--- src/rtl/spi_master_multi.sv ---
// SPI master that runs one command/address/data frame per start request.
// Frame width, payload length, SPI clock divider, CPOL/CPHA and target
// chip-select are latched when a frame is accepted. Read payloads are
// captured MSB first and presented right-justified on the done pulse.
module spi_master_multi #(
  parameter  int DATA_WIDTH = 32,
  parameter  int ADDR_WIDTH = 8,
  parameter  int NUM_CS     = 4,
  parameter  int DIV_WIDTH  = 8,
  localparam int CS_W       = $clog2(NUM_CS),
  localparam int NB_W       = (DATA_WIDTH / 8 > 1) ? $clog2(DATA_WIDTH / 8) : 1
) (
  input  logic                  clk,
  input  logic                  reset,
  input  logic                  start,
  input  logic                  read,
  input  logic                  cpol,
  input  logic                  cpha,
  input  logic [DIV_WIDTH-1:0]  clk_div,
  input  logic [CS_W-1:0]       cs_sel,
  input  logic [NB_W-1:0]       nbytes,
  input  logic [ADDR_WIDTH-1:0] address,
  input  logic [DATA_WIDTH-1:0] write_data,
  input  logic                  spi_miso,
  output logic                  busy,
  output logic                  done,
  output logic [DATA_WIDTH-1:0] read_data,
  output logic                  spi_clk,
  output logic [NUM_CS-1:0]     spi_cs_n,
  output logic                  spi_mosi
);

  localparam int FRAME_MAX = 1 + ADDR_WIDTH + DATA_WIDTH;
  localparam int HC_W      = $clog2(2 * FRAME_MAX);
  localparam int SH_W      = $clog2(DATA_WIDTH + 1);
  // First half-period index that belongs to the payload (bit 1+ADDR_WIDTH).
  localparam logic [HC_W-1:0] PAY_HALF = HC_W'(2 * (1 + ADDR_WIDTH));

  typedef enum logic [1:0] {IDLE, SETUP, SHIFT, HOLD} state_t;

  state_t                 state;
  logic                   read_q, cpol_q, cpha_q;
  logic [DIV_WIDTH-1:0]   div_q, div_cnt;
  logic [HC_W-1:0]        half_cnt, last_half;
  logic [FRAME_MAX-1:0]   tx_shift;
  logic [DATA_WIDTH-1:0]  rx_shift;

  logic [SH_W-1:0]        pay_bits, pay_shift;
  logic [DATA_WIDTH-1:0]  payload;
  logic [FRAME_MAX-1:0]   frame;
  logic [HC_W-1:0]        frame_last_half;
  logic [NUM_CS-1:0]      cs_dec;

  logic                   div_last, edge_fire, leading, drive_now, sample_now;
  logic [HC_W-1:0]        next_half;

  assign div_last = (div_cnt == div_q);

  // Assemble the left-aligned frame and its length from the live inputs.
  always_comb begin
    // NOTE: every combinational output gets a value on every path first, so no latch is inferred.
    pay_bits        = SH_W'({nbytes, 3'b000}) + SH_W'(8);
    pay_shift       = SH_W'(DATA_WIDTH) - pay_bits;
    // Read frames send zeros during the payload; unused high bytes fall off the top.
    payload         = read ? '0 : (write_data << pay_shift);
    frame           = {read, address, payload};
    frame_last_half = HC_W'(2 * (1 + ADDR_WIDTH) - 1) + HC_W'({pay_bits, 1'b0});
    cs_dec          = '1;
    for (int i = 0; i < NUM_CS; i++) begin
      if (cs_sel == CS_W'(i)) cs_dec[i] = 1'b0;
    end
  end

  // Decode the SPI clock edge about to be produced and whether it drives or samples.
  always_comb begin
    edge_fire = 1'b0;
    next_half = '0;
    if (state == SETUP && div_last) begin
      edge_fire = 1'b1;
    end else if (state == SHIFT && div_last && half_cnt != last_half) begin
      edge_fire = 1'b1;
      next_half = half_cnt + 1'b1;
    end
    // Even half-period indices start with a leading edge, odd ones with a trailing edge.
    leading    = ~next_half[0];
    drive_now  = edge_fire && (cpha_q == leading);
    sample_now = edge_fire && (cpha_q != leading) && (next_half >= PAY_HALF);
  end

  // Frame sequencer: state, timing counters, shift registers and registered outputs.
  always_ff @(posedge clk or posedge reset) begin
    if (reset) begin
      state     <= IDLE;
      read_q    <= 1'b0;
      cpol_q    <= 1'b0;
      cpha_q    <= 1'b0;
      div_q     <= '0;
      div_cnt   <= '0;
      half_cnt  <= '0;
      last_half <= '0;
      tx_shift  <= '0;
      rx_shift  <= '0;
      busy      <= 1'b0;
      done      <= 1'b0;
      read_data <= '0;
      spi_clk   <= 1'b0;
      spi_cs_n  <= '1;
      spi_mosi  <= 1'b0;
    end else begin
      // NOTE: non-blocking assignments so every register samples pre-edge values.
      done <= 1'b0;
      case (state)
        IDLE: begin
          spi_clk  <= cpol_q;
          spi_mosi <= 1'b0;
          spi_cs_n <= '1;
          if (start) begin
            read_q    <= read;
            cpol_q    <= cpol;
            cpha_q    <= cpha;
            div_q     <= clk_div;
            last_half <= frame_last_half;
            div_cnt   <= '0;
            half_cnt  <= '0;
            rx_shift  <= '0;
            // CPHA=0 puts the first bit on the wire before the first leading edge.
            tx_shift  <= cpha ? frame : (frame << 1);
            spi_mosi  <= cpha ? 1'b0 : frame[FRAME_MAX-1];
            spi_clk   <= cpol;
            spi_cs_n  <= cs_dec;
            busy      <= 1'b1;
            state     <= SETUP;
          end
        end
        SETUP: begin
          if (div_last) begin
            div_cnt <= '0;
            spi_clk <= ~cpol_q;
            state   <= SHIFT;
          end else begin
            div_cnt <= div_cnt + 1'b1;
          end
        end
        SHIFT: begin
          if (div_last) begin
            div_cnt <= '0;
            if (half_cnt == last_half) begin
              state <= HOLD;
            end else begin
              half_cnt <= half_cnt + 1'b1;
              spi_clk  <= ~spi_clk;
            end
          end else begin
            div_cnt <= div_cnt + 1'b1;
          end
        end
        HOLD: begin
          if (div_last) begin
            div_cnt  <= '0;
            busy     <= 1'b0;
            done     <= 1'b1;
            spi_cs_n <= '1;
            spi_mosi <= 1'b0;
            if (read_q) read_data <= rx_shift;
            state    <= IDLE;
          end else begin
            div_cnt <= div_cnt + 1'b1;
          end
        end
        default: state <= IDLE;
      endcase

      if (drive_now) begin
        spi_mosi <= tx_shift[FRAME_MAX-1];
        tx_shift <= tx_shift << 1;
      end
      if (sample_now) begin
        rx_shift <= {rx_shift[DATA_WIDTH-2:0], spi_miso};
      end
    end
  end

endmodule

--- config.mk ---
export PLATFORM = sky130hd
export DESIGN_NAME = spi_master_multi
export DESIGN_NICKNAME = d
export VERILOG_FILES = /design/src/rtl/spi_master_multi.sv
export SDC_FILE = /design/constraint.sdc
export NUM_CORES = 1
export LEC_CHECK = 0
export CAP_MARGIN = 20
export CELL_PAD_IN_SITES_DETAIL_PLACEMENT = 0
export CELL_PAD_IN_SITES_GLOBAL_PLACEMENT = 1
export CORE_MARGIN = 2
export CORE_UTILIZATION = 35
export DETAILED_ROUTE_END_ITERATION = 8
export PLACE_DENSITY = 0.74
export SLEW_MARGIN = 15
export SYNTH_ARGS = -nofsm -noshare
export SYNTH_HDL_FRONTEND = slang
export SYNTH_SLANG_ARGS = --single-unit
export TNS_END_PERCENT = 10
--- constraint.sdc ---
create_clock -name clk -period 8.87 [get_ports clk]
set_input_delay 1.774 -clock clk [delete_from_list [all_inputs] [get_ports clk]]
set_output_delay 1.774 -clock clk [all_outputs]
set_load 0.005 [all_outputs]
==> summary.txt <==
Logic synthesis
  • Synth Flop Type: dfrtp_1
  • Synth Area in Adders: 0.0149
  • Synth top area share: 0.467
  • Leading post-synthesis cells by cell area: dfrtp_1 47%, mux2i_1 8.1%, nand2_1 7.6%
  • Avg Cell Area, Syn: 9.42 sq um
  • Compound-gate portion of the synthesized area: 0.134
  • #FFs+latches synth: 145
  • Post-Synth XOR/XNOR Area: 0.0232
  • Post-Synthesis Cells: 802
  • Simple-gate portion of the synthesized area: 0.149
  • Largest family of logic cells by synthesized area: simple AND/OR/NAND/NOR gates
  • Mux share of post-synthesis cell area: 0.130
  • Syn Nets: 870
  • Yosys Warn Count: 0
  • Cell taking the most area after synthesis: dfrtp_1
  • Sequential fraction of the synthesis area: 0.481
  • Post-synthesis cell area: 7560 sq um
  • Async set or reset register ratio after synthesis: 1.00
  • Post-synth EDFFs: 0
  • Synth unique cells: 58

Final layout
  • Final cell count without fillers: 1156
  • # diodes: 0
  • Finished Cell Area: 9310 sq um
  • Layout net count: 937
  • Area delta synth->final: 23.2%
  • Fillcell total: 2078
  • Reg area: 3630 sq um
  • Multi-input gate area: 3440 sq um
  • Most frequent cells in the layout: 150 x nand2_1, 141 x dfrtp_1, 98 x clkdlybuf4s50_1
  • Layout cells sized above 1: 0.0885
  • Commonest non-fill, non-tap cell in the layout: nand2_1

Placed design
  • Placed instance area: 8670 sq um
  • HPWL after DPL: 11300 microns
  • Placer Congestion: 0.832
  • Port bufs: 98
  • Post-placement setup slack: 3.65 ns
  • Dpl cells: 1125

Clocking
  • CTS H-tree lvls: 4
  • CTS clk-pin slew, worst paths: 0.06 ns
  • CTS sink count: 145
  • CTS tree: yes
  • Root Driver: clkbuf_16
  • Postcts setup bufs: 0
  • CTS resizes: 0
  • Worst-Skew Late Latency: 0.42 ns
  • CTS Buffer Depth: 2
  • Hold_buf cts: 0
  • CTS buffer count: 17

Critical path
  • Critical Path RT: 9.21 ns
  • R2r startpoint: div_cnt[5]
  • Setup crit end kind: flip-flop
  • CP max stage delay: 0.86 ns
  • R2R depth: 5
  • Critical Path, Cell by Cell: clkdlybuf4s50_1 -> buf_4 -> inv_1 -> ha_1 -> xor2_1 -> nor3_2 -> and3_1 -> a222oi_1 -> mux2i_1
  • Setup crit start kind: input port
  • Critical R2R Capture: read_data[31]
  • Setup CP Type: input port to flip-flop
  • Slowest-stage cell, CP: ha_1
  • CP Data Arrival Time: 5.14 ns
  • CP max FO: 34
  • Worst R2R Setup Slack: 6.02 ns

Detailed routing
  • Post-Route WL: 16700 microns
  • Via count: 5771
  • Vias/cell: 4.99
  • Number of nets with antenna violations after routing: 0
  • DR pass1 iterations: 6
  • Drt drc: 0
  • 1st-iter DRT viols: 352
  • Routed wire per std cell: 14.5 microns

Global routing
  • Initial antenna violation count: 0
  • Largest net degree at the start of global routing: 91
  • First-pass GRT wire length: 28300 microns
  • Total grt overflow: 0
  • All-Layer GR Usage: 0.156
  • Vias in the first global route: 5538

Power and ir drop
  • Cell area power density: 167 nW/um^2
  • Peak VDD IR: 0.124 mV
  • Sw frac: 0.227
  • Logic pwr share: 0.070
  • Seq pwr share: 0.430
  • Clock network power share: 0.499
  • Leak Pwr: 4.12 nW
  • Int Power: 1.20 mW
  • Sw power: 0.353 mW

Timing
  • Setup TNS: 0 ns
  • Hold Vio Cnt, Final: 0
  • Clock Skews: 0.00978 ns
  • Final slew viol count: 0
  • Relative max-transition margin: 0.305
  • Fmax achieved: 0.208 GHz
  • Period utilization: 0.541
  • Final worst slack: 4.07 ns
  • Slew @ Worst Pin: 1.04 ns
  • Tmin final: 4.80 ns
  • Setup violations, final: 0
  • RSZ-0062 raised after global routing: no

Hold path
  • Worst hold path depth: 2
  • Hold EP: spi_cs_n[1]
  • Hold crit path type: flip-flop to flip-flop
  • Hold wc startpoint: spi_cs_n[1]

Job
  • Max cap viols: 0

Floorplanning
  • IO Count: 99
  • Rows: 53
  • Die Wd: 151 microns
  • Core Region: 21100 sq um
  • Die ar.: 22800 sq um
  • Initial Util: 0.358
  • DIE HEIGHT: 151 microns

Status
  • Status: completed
## layer usage
| layer | track usage | vias to the layer above | wire (microns) | share of wire |
|---|---|---|---|---|
| li1 | - | 2879 | - | - |
| met3 | 0.0325 | 12 | 588 | 0.035 |
| met4 | 0.0407 | 0 | 156 | 0.0093 |
| met2 | 0.234 | 102 | 7630 | 0.46 |
| met5 | 0 | - | 0 | 0 |
| met1 | 0.230 | 2778 | 8370 | 0.50 |
## critical path: cells and delay by family
family	cells	cell delay, ns
adder cells (fa/ha/maj)	1	0.86
AND/OR/NAND/NOR	2	0.99
XOR/XNOR	1	0.27
AO/OA/AOI/OAI	1	0.17
buffers and inverters	3	0.89
multiplexers	1	0.17
## cells in the mapped netlist (10+ instances only)
cell type  number
a22oi_1        10
a21oi_1        35
nor3_1         22
mux2_2         20
nand2_1       152
nor2_1         43
inv_1          62
mux2i_1        61
buf_2          13
clkbuf_1       30
xnor2_1        13
dfrtp_1       141
o21ai_0        58
## kinds of logic (layout without fill, tap and decap cells)
kind of cell / Yosys count / count (layout)
AOI/OAI and AO/OA: 162 / 162
DFF: 145 / 145
muxes: 88 / 88
and+or+nand+nor: 261 / 261
adders and majority gates: 9 / 9
buffers and inverters: 117 / 196
xor gates and xnor gates: 20 / 20
## stage by stage
stage	utilization	hold slack, ns	power [mW]
after global routing	0.441	0.476	1.62
after global placement	0.411	0.450	0.793
after floorplan	-	0.444	0.744
after CTS	0.441	0.468	1.58
after detailed placement	0.411	0.458	0.793
final	0.441	0.464	1.56
## state kept, by name, summed over array words and instances (netlist names), 2 cells and up
name / cells
div_cnt: 8
div_q: 8
half_cnt: 7
last_half: 4
read_data: 32
rx_shift: 32
spi_cs_n: 4
state: 2
tx_shift: 41
## power groups by stage
stage | logic [mW] | clock network (mW) | registers [mW]
floorplan | 0.0622 | 0 | 0.682
global placement | 0.111 | 0 | 0.682
detailed placement | 0.111 | 0 | 0.682
CTS | 0.111 | 0.797 | 0.670
global route | 0.123 | 0.828 | 0.670
finish | 0.109 | 0.778 | 0.670
## how the worst max path moves through the flow
stage / start / to / slack, ns / cells past startpoint
final: nbytes[0] / tx_shift[3] / 4.07 / 9
after global routing: nbytes[0] / tx_shift[7] / 3.73 / 9
after CTS: nbytes[0] / tx_shift[4] / 4.10 / 9
after detailed placement: nbytes[0] / tx_shift[3] / 3.65 / 9
after global placement: nbytes[0] / tx_shift[7] / 3.72 / 9
after floorplan: reset / busy / 3.21 / 1
## cell type report
class / instances / area share
multi-input cells: 540 / 0.369
inverters: 62 / 0.0255
clock inverters: 13 / 0.0214
repair buffers: 103 / 0.109
flip-flops and latches: 145 / 0.390
clock buffers: 18 / 0.0472
well taps: 275 / 0.0370
No activity file was read; power rests on OpenSTA's default activity.
